--- config.mk ---
export PLATFORM = sky130hd
export DESIGN_NAME = spi_dac_rx
export DESIGN_NICKNAME = d
export VERILOG_FILES = /design/src/rtl/spi_rx_pkg.sv /design/src/rtl/spi_sync_edge.sv /design/src/rtl/spi_dac_rx.sv
export SDC_FILE = /design/constraint.sdc
export NUM_CORES = 1
export LEC_CHECK = 0
export ABC_AREA = 0
export CORE_UTILIZATION = 35
export DETAILED_ROUTE_END_ITERATION = 8
export PLACE_DENSITY_LB_ADDON = 0.2
export RECOVER_POWER = 50
export SYNTH_ARGS = -nofsm -noshare
export SYNTH_HDL_FRONTEND = slang
export SYNTH_HIERARCHICAL = 1
export SYNTH_SLANG_ARGS = --single-unit
export TNS_END_PERCENT = 50
--- constraint.sdc ---
create_clock -name clk -period 2.32 [get_ports clk]
set_input_delay 0.464 -clock clk [delete_from_list [all_inputs] [get_ports clk]]
set_output_delay 0.464 -clock clk [all_outputs]
set_load 0.05 [all_outputs]
--- src/rtl/spi_rx_pkg.sv ---
// Shared definitions for the DAC-side SPI receive path.
// DAC_W is also the word width default used by the matching SPI master.
package spi_rx_pkg;

  localparam int DAC_W = 12;

  typedef enum logic [2:0] {
    WAIT_IDLE,
    IDLE,
    LEAD,
    SHIFT,
    FULL
  } state_t;

endpackage

--- src/rtl/spi_sync_edge.sv ---
// Two-flop synchronizer with a third flop for edge detection.
// level is the synchronized value; rise/fall are single-cycle strobes.
module spi_sync_edge #(
  parameter logic RST_VAL = 1'b0
) (
  input  logic clk,
  input  logic rst,
  input  logic din,
  output logic level,
  output logic rise,
  output logic fall
);

  logic s1, s2, s3;

  always_ff @(posedge clk or negedge rst) begin
    if (!rst) begin
      s1 <= RST_VAL;
      s2 <= RST_VAL;
      s3 <= RST_VAL;
    end else begin
      s1 <= din;
      s2 <= s1;
      s3 <= s2;
    end
  end

  assign level = s2;
  assign rise  = s2 & ~s3;
  assign fall  = ~s2 & s3;

endmodule

--- src/rtl/spi_dac_rx.sv ---
// SPI slave receiver feeding the DAC core; all SPI lines are oversampled in clk.
// Emits a one-cycle done with the new word, or err for short/overrun frames.
module spi_dac_rx
  import spi_rx_pkg::*;
#(
  parameter int DATA_W     = DAC_W,
  parameter bit LSB_FIRST  = 1'b1,
  parameter int LEAD_EDGES = 1
) (
  input  logic              clk,
  input  logic              rst,
  input  logic              cs,
  input  logic              sclk,
  input  logic              mosi,
  output logic [DATA_W-1:0] dout,
  output logic              done,
  output logic              err
);

  localparam int CW = $clog2(DATA_W + 1);
  localparam int LW = (LEAD_EDGES > 1) ? $clog2(LEAD_EDGES) : 1;
  localparam logic [CW-1:0] LAST_BIT  = CW'(DATA_W - 1);
  localparam logic [LW-1:0] LAST_LEAD = LW'((LEAD_EDGES > 0) ? LEAD_EDGES - 1 : 0);
  localparam logic [CW-1:0] SETTLE    = CW'(2);

  logic cs_lvl, cs_rise, cs_fall;
  logic sclk_lvl, sclk_rise, sclk_fall;
  logic mosi_lvl, unused_mosi_rise, unused_mosi_fall;
  logic unused_sclk;

  spi_sync_edge #(.RST_VAL(1'b1)) u_sync_cs (
    .clk   (clk),
    .rst   (rst),
    .din   (cs),
    .level (cs_lvl),
    .rise  (cs_rise),
    .fall  (cs_fall)
  );

  spi_sync_edge #(.RST_VAL(1'b0)) u_sync_sclk (
    .clk   (clk),
    .rst   (rst),
    .din   (sclk),
    .level (sclk_lvl),
    .rise  (sclk_rise),
    .fall  (sclk_fall)
  );

  spi_sync_edge #(.RST_VAL(1'b0)) u_sync_mosi (
    .clk   (clk),
    .rst   (rst),
    .din   (mosi),
    .level (mosi_lvl),
    .rise  (unused_mosi_rise),
    .fall  (unused_mosi_fall)
  );

  assign unused_sclk = sclk_lvl | sclk_rise;

  state_t            state, state_n;
  logic [DATA_W-1:0] shreg, shreg_n;
  logic [CW-1:0]     bit_cnt, bit_cnt_n;
  logic [LW-1:0]     lead_cnt, lead_cnt_n;
  logic              ovr, ovr_n;
  logic              commit, commit_n;
  logic              fail, fail_n;

  always_ff @(posedge clk or negedge rst) begin
    if (!rst) begin
      state    <= WAIT_IDLE;
      shreg    <= '0;
      bit_cnt  <= '0;
      lead_cnt <= '0;
      ovr      <= 1'b0;
      commit   <= 1'b0;
      fail     <= 1'b0;
    end else begin
      state    <= state_n;
      shreg    <= shreg_n;
      bit_cnt  <= bit_cnt_n;
      lead_cnt <= lead_cnt_n;
      ovr      <= ovr_n;
      commit   <= commit_n;
      fail     <= fail_n;
    end
  end

  always_comb begin
    state_n    = state;
    shreg_n    = shreg;
    bit_cnt_n  = bit_cnt;
    lead_cnt_n = lead_cnt;
    ovr_n      = ovr;
    commit_n   = 1'b0;
    fail_n     = 1'b0;

    case (state)
      // cs synchronizer resets high, so bit_cnt holds off the cs check until
      // the pin value has actually propagated to the synchronized level.
      WAIT_IDLE: begin
        if (bit_cnt != SETTLE) begin
          bit_cnt_n = bit_cnt + 1'b1;
        end else if (cs_lvl) begin
          bit_cnt_n = '0;
          state_n   = IDLE;
        end
      end

      IDLE: begin
        if (cs_fall) begin
          shreg_n    = '0;
          bit_cnt_n  = '0;
          lead_cnt_n = '0;
          ovr_n      = 1'b0;
          state_n    = (LEAD_EDGES == 0) ? SHIFT : LEAD;
        end
      end

      LEAD: begin
        if (cs_rise) begin
          fail_n  = 1'b1;
          state_n = IDLE;
        end else if (sclk_fall) begin
          if (lead_cnt == LAST_LEAD) state_n = SHIFT;
          else lead_cnt_n = lead_cnt + 1'b1;
        end
      end

      SHIFT: begin
        if (cs_rise) begin
          fail_n  = 1'b1;
          state_n = IDLE;
        end else if (sclk_fall) begin
          shreg_n   = LSB_FIRST ? {mosi_lvl, shreg[DATA_W-1:1]}
                                : {shreg[DATA_W-2:0], mosi_lvl};
          bit_cnt_n = bit_cnt + 1'b1;
          if (bit_cnt == LAST_BIT) state_n = FULL;
        end
      end

      FULL: begin
        if (cs_rise) begin
          commit_n = ~ovr;
          fail_n   = ovr;
          state_n  = IDLE;
        end else if (sclk_fall) begin
          ovr_n = 1'b1;
        end
      end

      default: state_n = WAIT_IDLE;
    endcase
  end

  // shreg is still intact here: a new frame clears it on this same edge at the earliest.
  always_ff @(posedge clk or negedge rst) begin
    if (!rst) begin
      dout <= '0;
      done <= 1'b0;
      err  <= 1'b0;
    end else begin
      done <= commit;
      err  <= fail;
      if (commit) dout <= shreg;
    end
  end

endmodule

---- Word level (Yosys, flattened, before mapping) ----
Cells that the tools add are included.
word-level totals
  register bits ........................... 45
  latch bits .............................. 0
  RAM bits ................................ 0
  ROM bits ................................ 0
  input port bits ......................... 5
  output and inout port bits .............. 14
  logic and storage cells ................. 93
  memories ................................ 0
operators by class
  add/subtract/negate cells ............... 2
  multipliers ............................. 0
  divide/modulo/power cells ............... 0
  order comparisons ....................... 0
  eq/ne operators ......................... 21
  shift-type cells ........................ 0
  multiplexer cells ....................... 34
  bitwise operators ....................... 7
  reduce and logical (&&, ||, !) cells .... 11
operators by type and width
  cell                 number
  $mux 12              3
  $mux 3               10
  $pmux 12 s2          1
  $mux 4               5
  $ne 2x2->1 const B   9
  $pmux 3 s5           1
  $ne 3x3->1 const B   4
  $pmux 4 s3           1
  $reduce_and 4->1     3
  $mux 1               10
  $reduce_and 8->1     1
  $eq 3x2->1 const B   2
  $pmux 1 s2           3
  $reduce_bool 2->1    3
  $reduce_and 5->1     1
  $add 4x1->4 const B  1
  $eq 4x4->1 const B   1
  $ne 4x2->1 const B   1
  $not 1->1            4
  $and 1x1->1          3
  $eq 3x1->1 const B   1
  $eq 3x3->1 const B   1
  $logic_not 3->1      1
  $ne 3x2->1 const B   1
  4 further kinds      4

---- Depth between registers and ports, before layout ----
  word-level depth ........................ 5
  depth in mapped cells ................... 6
  depth with buffers taken out ............ 6

---- Hierarchy ----
Netlist, hierarchy kept.
by module, submodules not included
  module                            times used  cells each  area each (um^2)  sequential area each (um^2)
  spi_dac_rx                        1           149         1619.1            900.9
  spi_sync_edge at u_sync_mosi ...  2           5           90.1              75.1
  spi_sync_edge at u_sync_cs        1           5           93.8              78.8

---- Worst setup path after synthesis ----
OpenSTA, ideal clock, no wires.
  kind .................................... register to register
  start point ............................. reg bit_cnt[0]
  end point ............................... reg bit_cnt[0]
  library setup time ...................... 0.125 ns
  arrival time ............................ 1.556 ns
  data required time ...................... 2.195 ns
  path slack .............................. 0.639 ns
  cell stages (with the launch flop) ...... 7
  path buffers ............................ 0
  clock period less this slack ............ 1.681 ns
  path through ............................ dfrtp_1 > inv_1 > ha_1 > nor3b_2 > a221oi_2 > and2_4 > mux2_4
between the ends
  longest elaborated chain between the ends .. 4
  elaborated cells on any way between the ends .. 8
  classes of those cells .................. add/sub: 1; eq/ne: 2; mux: 4; reduce/logical: 1
RTL lines
  element                 line                                  text
  from (decl)             spi_dac_rx.sv:62                      logic [CW-1:0] bit_cnt, bit_cnt_n;
  from (signal assigned)  spi_dac_rx.sv:80                      bit_cnt <= bit_cnt_n;
  $add 4x1->4             spi_dac_rx.sv:102, spi_dac_rx.sv:136
  $mux 4                  spi_dac_rx.sv:133                     end else if (sclk_fall) begin
  $mux 4                  spi_dac_rx.sv:130                     if (cs_rise) begin
  $pmux 4 s3              spi_dac_rx.sv:97                      case (state)
Several ways; a longest one is shown, not always the timed one. The select of a mux whose other input is x is not followed.
A chain may end at the register's enable or synchronous reset.

---- Worst setup path in the final report ----
  start point ............................. reg dout[3]
  end point ............................... out dout[3]
RTL lines
  element                 line               text
  from (decl)             spi_dac_rx.sv:15   output logic [DATA_W-1:0] dout,
  from (signal assigned)  spi_dac_rx.sv:164  if (commit) dout <= shreg;
No word-level cell between the ends.

==> impl_metrics.prom <==
# TYPE chip_impl_metric gauge
chip_impl_metric{name="first_global_vias",unit=""} 1218
chip_impl_metric{name="detail_route.first_pass.iterations",unit=""} 4
chip_impl_metric{name="regToRegSetupSlack",unit="ps"} 480
chip_impl_info{name="crit-reg2reg-launch",value="bit_cnt[0]"} 1
chip_impl_metric{name="grt_first_pass_wirelength",unit="microns"} 5380
chip_impl_info{name="outcome",value="finished, final reports clean"} 1
chip_impl_metric{name="avgSynthCellArea",unit="sq um"} 11.5
chip_impl_metric{name="antenna_found_initial",unit=""} 0
chip_impl_metric{name="postCtsHoldBufs",unit=""} 0
chip_impl_metric{name="gr-usage-all-layers",unit="%"} 13.0
chip_impl_info{name="hold_path_class",value="reg2reg"} 1
chip_impl_metric{name="drt-total-wl",unit="microns"} 3060
chip_impl_metric{name="synth_cells",unit=""} 160
chip_impl_metric{name="timing.max_cap.violations",unit=""} 0
chip_impl_info{name="cts_tree",value="built"} 1
chip_impl_metric{name="die_h",unit="microns"} 74.6
chip_impl_metric{name="ctsResizeCount",unit=""} 0
chip_impl_info{name="timing.critical_path.max_delay_family",value="buffers and inverters"} 1
chip_impl_metric{name="grt_max_degree",unit=""} 25
chip_impl_metric{name="final-max-slew-violation-count",unit=""} 0
chip_impl_info{name="critical-path-slowest-cell",value="clkdlybuf4s50_1"} 1
chip_impl_metric{name="port_buffers",unit=""} 18
chip_impl_metric{name="post-route-drc-count",unit=""} 0
chip_impl_metric{name="cp_slowest_stage_delay",unit="ps"} 800
chip_impl_metric{name="cts.htree.levels",unit=""} 2
chip_impl_metric{name="top_level_ports",unit=""} 19
chip_impl_metric{name="slew_headroom",unit="%"} 17.1
chip_impl_metric{name="drt-initial-drc-count",unit=""} 37
chip_impl_metric{name="proportion_of_layout_cells_with_a_drive_suffix_above_1",unit="%"} 17.1
chip_impl_info{name="cts.root.buffer_cell",value="clkbuf_8"} 1
chip_impl_metric{name="min_period_over_period",unit="%"} 82.3
chip_impl_metric{name="clk_transition_reported_paths",unit="ps"} 80
chip_impl_metric{name="start_util",unit="%"} 36.2
chip_impl_metric{name="cts_buf_count",unit=""} 5
chip_impl_metric{name="clk_buf_depth",unit=""} 2
chip_impl_metric{name="critPathArrivalTime",unit="ps"} 1450
chip_impl_metric{name="floorplan.die_area",unit="sq um"} 5570
chip_impl_metric{name="vias_per_instance",unit=""} 4.73
chip_impl_info{name="timing_worst_setup_path_type",value="reg2out"} 1
chip_impl_metric{name="clkLatencyLatePin",unit="ps"} 290
chip_impl_metric{name="antenna_violating_nets_post_route",unit=""} 0
chip_impl_info{name="worstSetupStartpointType",value="flip-flop"} 1
chip_impl_metric{name="final_design_area_no_fill",unit="sq um"} 2180
chip_impl_metric{name="finalSetupViolCount",unit=""} 0
chip_impl_info{name="critical_path.startpoint",value="dout[3]"} 1
chip_impl_metric{name="yosysWarningCount",unit=""} 6
chip_impl_info{name="endpoint_kind",value="output port"} 1
chip_impl_metric{name="syn_area",unit="sq um"} 1850
chip_impl_metric{name="synthesis.nets",unit=""} 167
chip_impl_metric{name="power.internal",unit="mW"} 1.29
chip_impl_metric{name="dpl_cell_area",unit="sq um"} 2100
chip_impl_metric{name="netSwitchingPower",unit="mW"} 0.615
chip_impl_info{name="grt_setup_unrepaired",value="false"} 1
chip_impl_metric{name="total_power_divided_by_cell_area",unit="nW/um^2"} 875
chip_impl_info{name="critical_path.cell_chain",value="clkdlybuf4s50_1"} 1
chip_impl_metric{name="max_freq",unit="MHz"} 524
chip_impl_info{name="critPathCapture",value="dout[3]"} 1
chip_impl_metric{name="power.leakage",unit="nW"} 0.976
chip_impl_metric{name="worst_ep_required_time",unit="ps"} 1860
chip_impl_metric{name="antenna_cells_inserted",unit=""} 0
chip_impl_metric{name="final_net_count",unit=""} 187
chip_impl_metric{name="clkPwrFrac",unit="%"} 23.8
chip_impl_metric{name="finalWeightedCongestion",unit=""} 0.894
chip_impl_metric{name="vdd_ir_drop_max",unit="mV"} 0.460
chip_impl_metric{name="comb_power_share",unit="%"} 26.2
chip_impl_metric{name="fin_worst_skew",unit="ps"} 5.32
chip_impl_metric{name="grt.overflow.total",unit=""} 0
chip_impl_metric{name="hold_viol",unit=""} 0
chip_impl_metric{name="floorplan.rows",unit=""} 26
chip_impl_metric{name="synthToLayoutAreaGrowth",unit="%"} 17.8
chip_impl_metric{name="core_area",unit="sq um"} 5110
chip_impl_metric{name="timing.setup.tns",unit="ps"} 0
chip_impl_metric{name="cts_post_setup_buffers_inserted",unit=""} 0
chip_impl_metric{name="routed_wire_length_per_instance",unit="microns"} 12.2
chip_impl_metric{name="crit_buf_inv",unit=""} 1
chip_impl_info{name="worst_r2r_endpoint",value="bit_cnt[0]"} 1
chip_impl_metric{name="clock_sink_count",unit=""} 44
chip_impl_metric{name="period_minus_slack",unit="ps"} 1910
chip_impl_metric{name="dr_total_vias",unit=""} 1188
chip_impl_metric{name="die_width",unit="microns"} 74.6
chip_impl_metric{name="tightest_slew",unit="ps"} 1240
chip_impl_metric{name="dp_hpwl",unit="microns"} 2150
chip_impl_metric{name="critical_path_peak_fanout",unit=""} 2
chip_impl_metric{name="power.switching_fraction",unit="%"} 32.3
chip_impl_metric{name="seqPwrFrac",unit="%"} 50.0
chip_impl_metric{name="worst-path-stages",unit=""} 1
chip_impl_metric{name="worst_r2r_path_depth",unit=""} 6
registers in the layout, indices dropped and copies added, names as in the netlist:
register           cells
dout                  12
u_sync_sclk/s1         1
u_sync_mosi/s1         1
state                  3
u_sync_cs/s3           1
u_sync_sclk/s3         1
shreg                 12
u_sync_cs/s1           1
err                    1
fail                   1
bit_cnt                4
commit                 1
done                   1
u_sync_sclk/level      1
u_sync_cs/level        1
ovr                    1
u_sync_mosi/level      1
cells in the final DEF, fill, tap and decap left out, types with 3 or more instances in the layout:
cell type	count
dlygate4sd3_1	3
o21ai_0	14
inv_1	5
clkbuf_1	3
dfrtp_1	41
clkdlybuf4s50_1	14
nor2b_1	3
nand2_1	27
mux2_2	12
a21o_1	3
clkbuf_8	5
a31oi_1	4
nor2_1	8
a21oi_1	5
through the flow:
stage,power [mW],std cells,setup slack [ps],hold WS [ps],util (%)
floorplan,1.37,160,639,168,-
global placement,1.45,243,576,332,41.0
detailed placement,1.47,243,488,336,41.0
CTS,1.94,251,382,155,42.6
global route,2.04,251,349,366,42.6
finish,1.90,251,410,350,42.6
worst min path at each step:
stage / from / end / slack [ps] / depth (start not counted)
after detailed placement: u_sync_sclk/s1 / u_sync_sclk/level / 340 / 0
after floorplan: rst / bit_cnt[0] / 170 / 0
final: u_sync_sclk/s1 / u_sync_sclk/level / 350 / 0
after global routing: u_sync_sclk/s1 / u_sync_sclk/level / 370 / 0
after CTS: rst / shreg[9] / 150 / 1
after global placement: u_sync_sclk/s1 / u_sync_sclk/level / 330 / 0
cell type report:
cell class                 instances  area (sq um)
fill                             499          2930
inverter                           5          18.8
timing repair buffer              20           201
sequential                        44          1100
clock buffer                       7          76.3
multi-input combinational        104           682
clock inverter                     1          5.00
tap                               70          87.6
per-layer routing:
| layer | share of wire, % | up-vias | track usage, % |
|---|---|---|---|
| li1 | - | 585 | - |
| met1 | 46 | 579 | 15.1 |
| met2 | 49 | 20 | 21.7 |
| met3 | 3.5 | 4 | 4.15 |
| met4 | 1.8 | 0 | 6.50 |
| met5 | 0 | - | 0 |
power by group through the flow:
stage	sequential, mW	combinational (mW)	clock (mW)
2_1_floorplan	0.917	0.451	0
3_3_place_gp	0.960	0.491	0
3_5_place_dp	0.965	0.504	0
4_1_cts	0.950	0.507	0.480
5_1_grt	0.967	0.557	0.512
6_report	0.952	0.498	0.453
(Power assumes the default switching activity.)
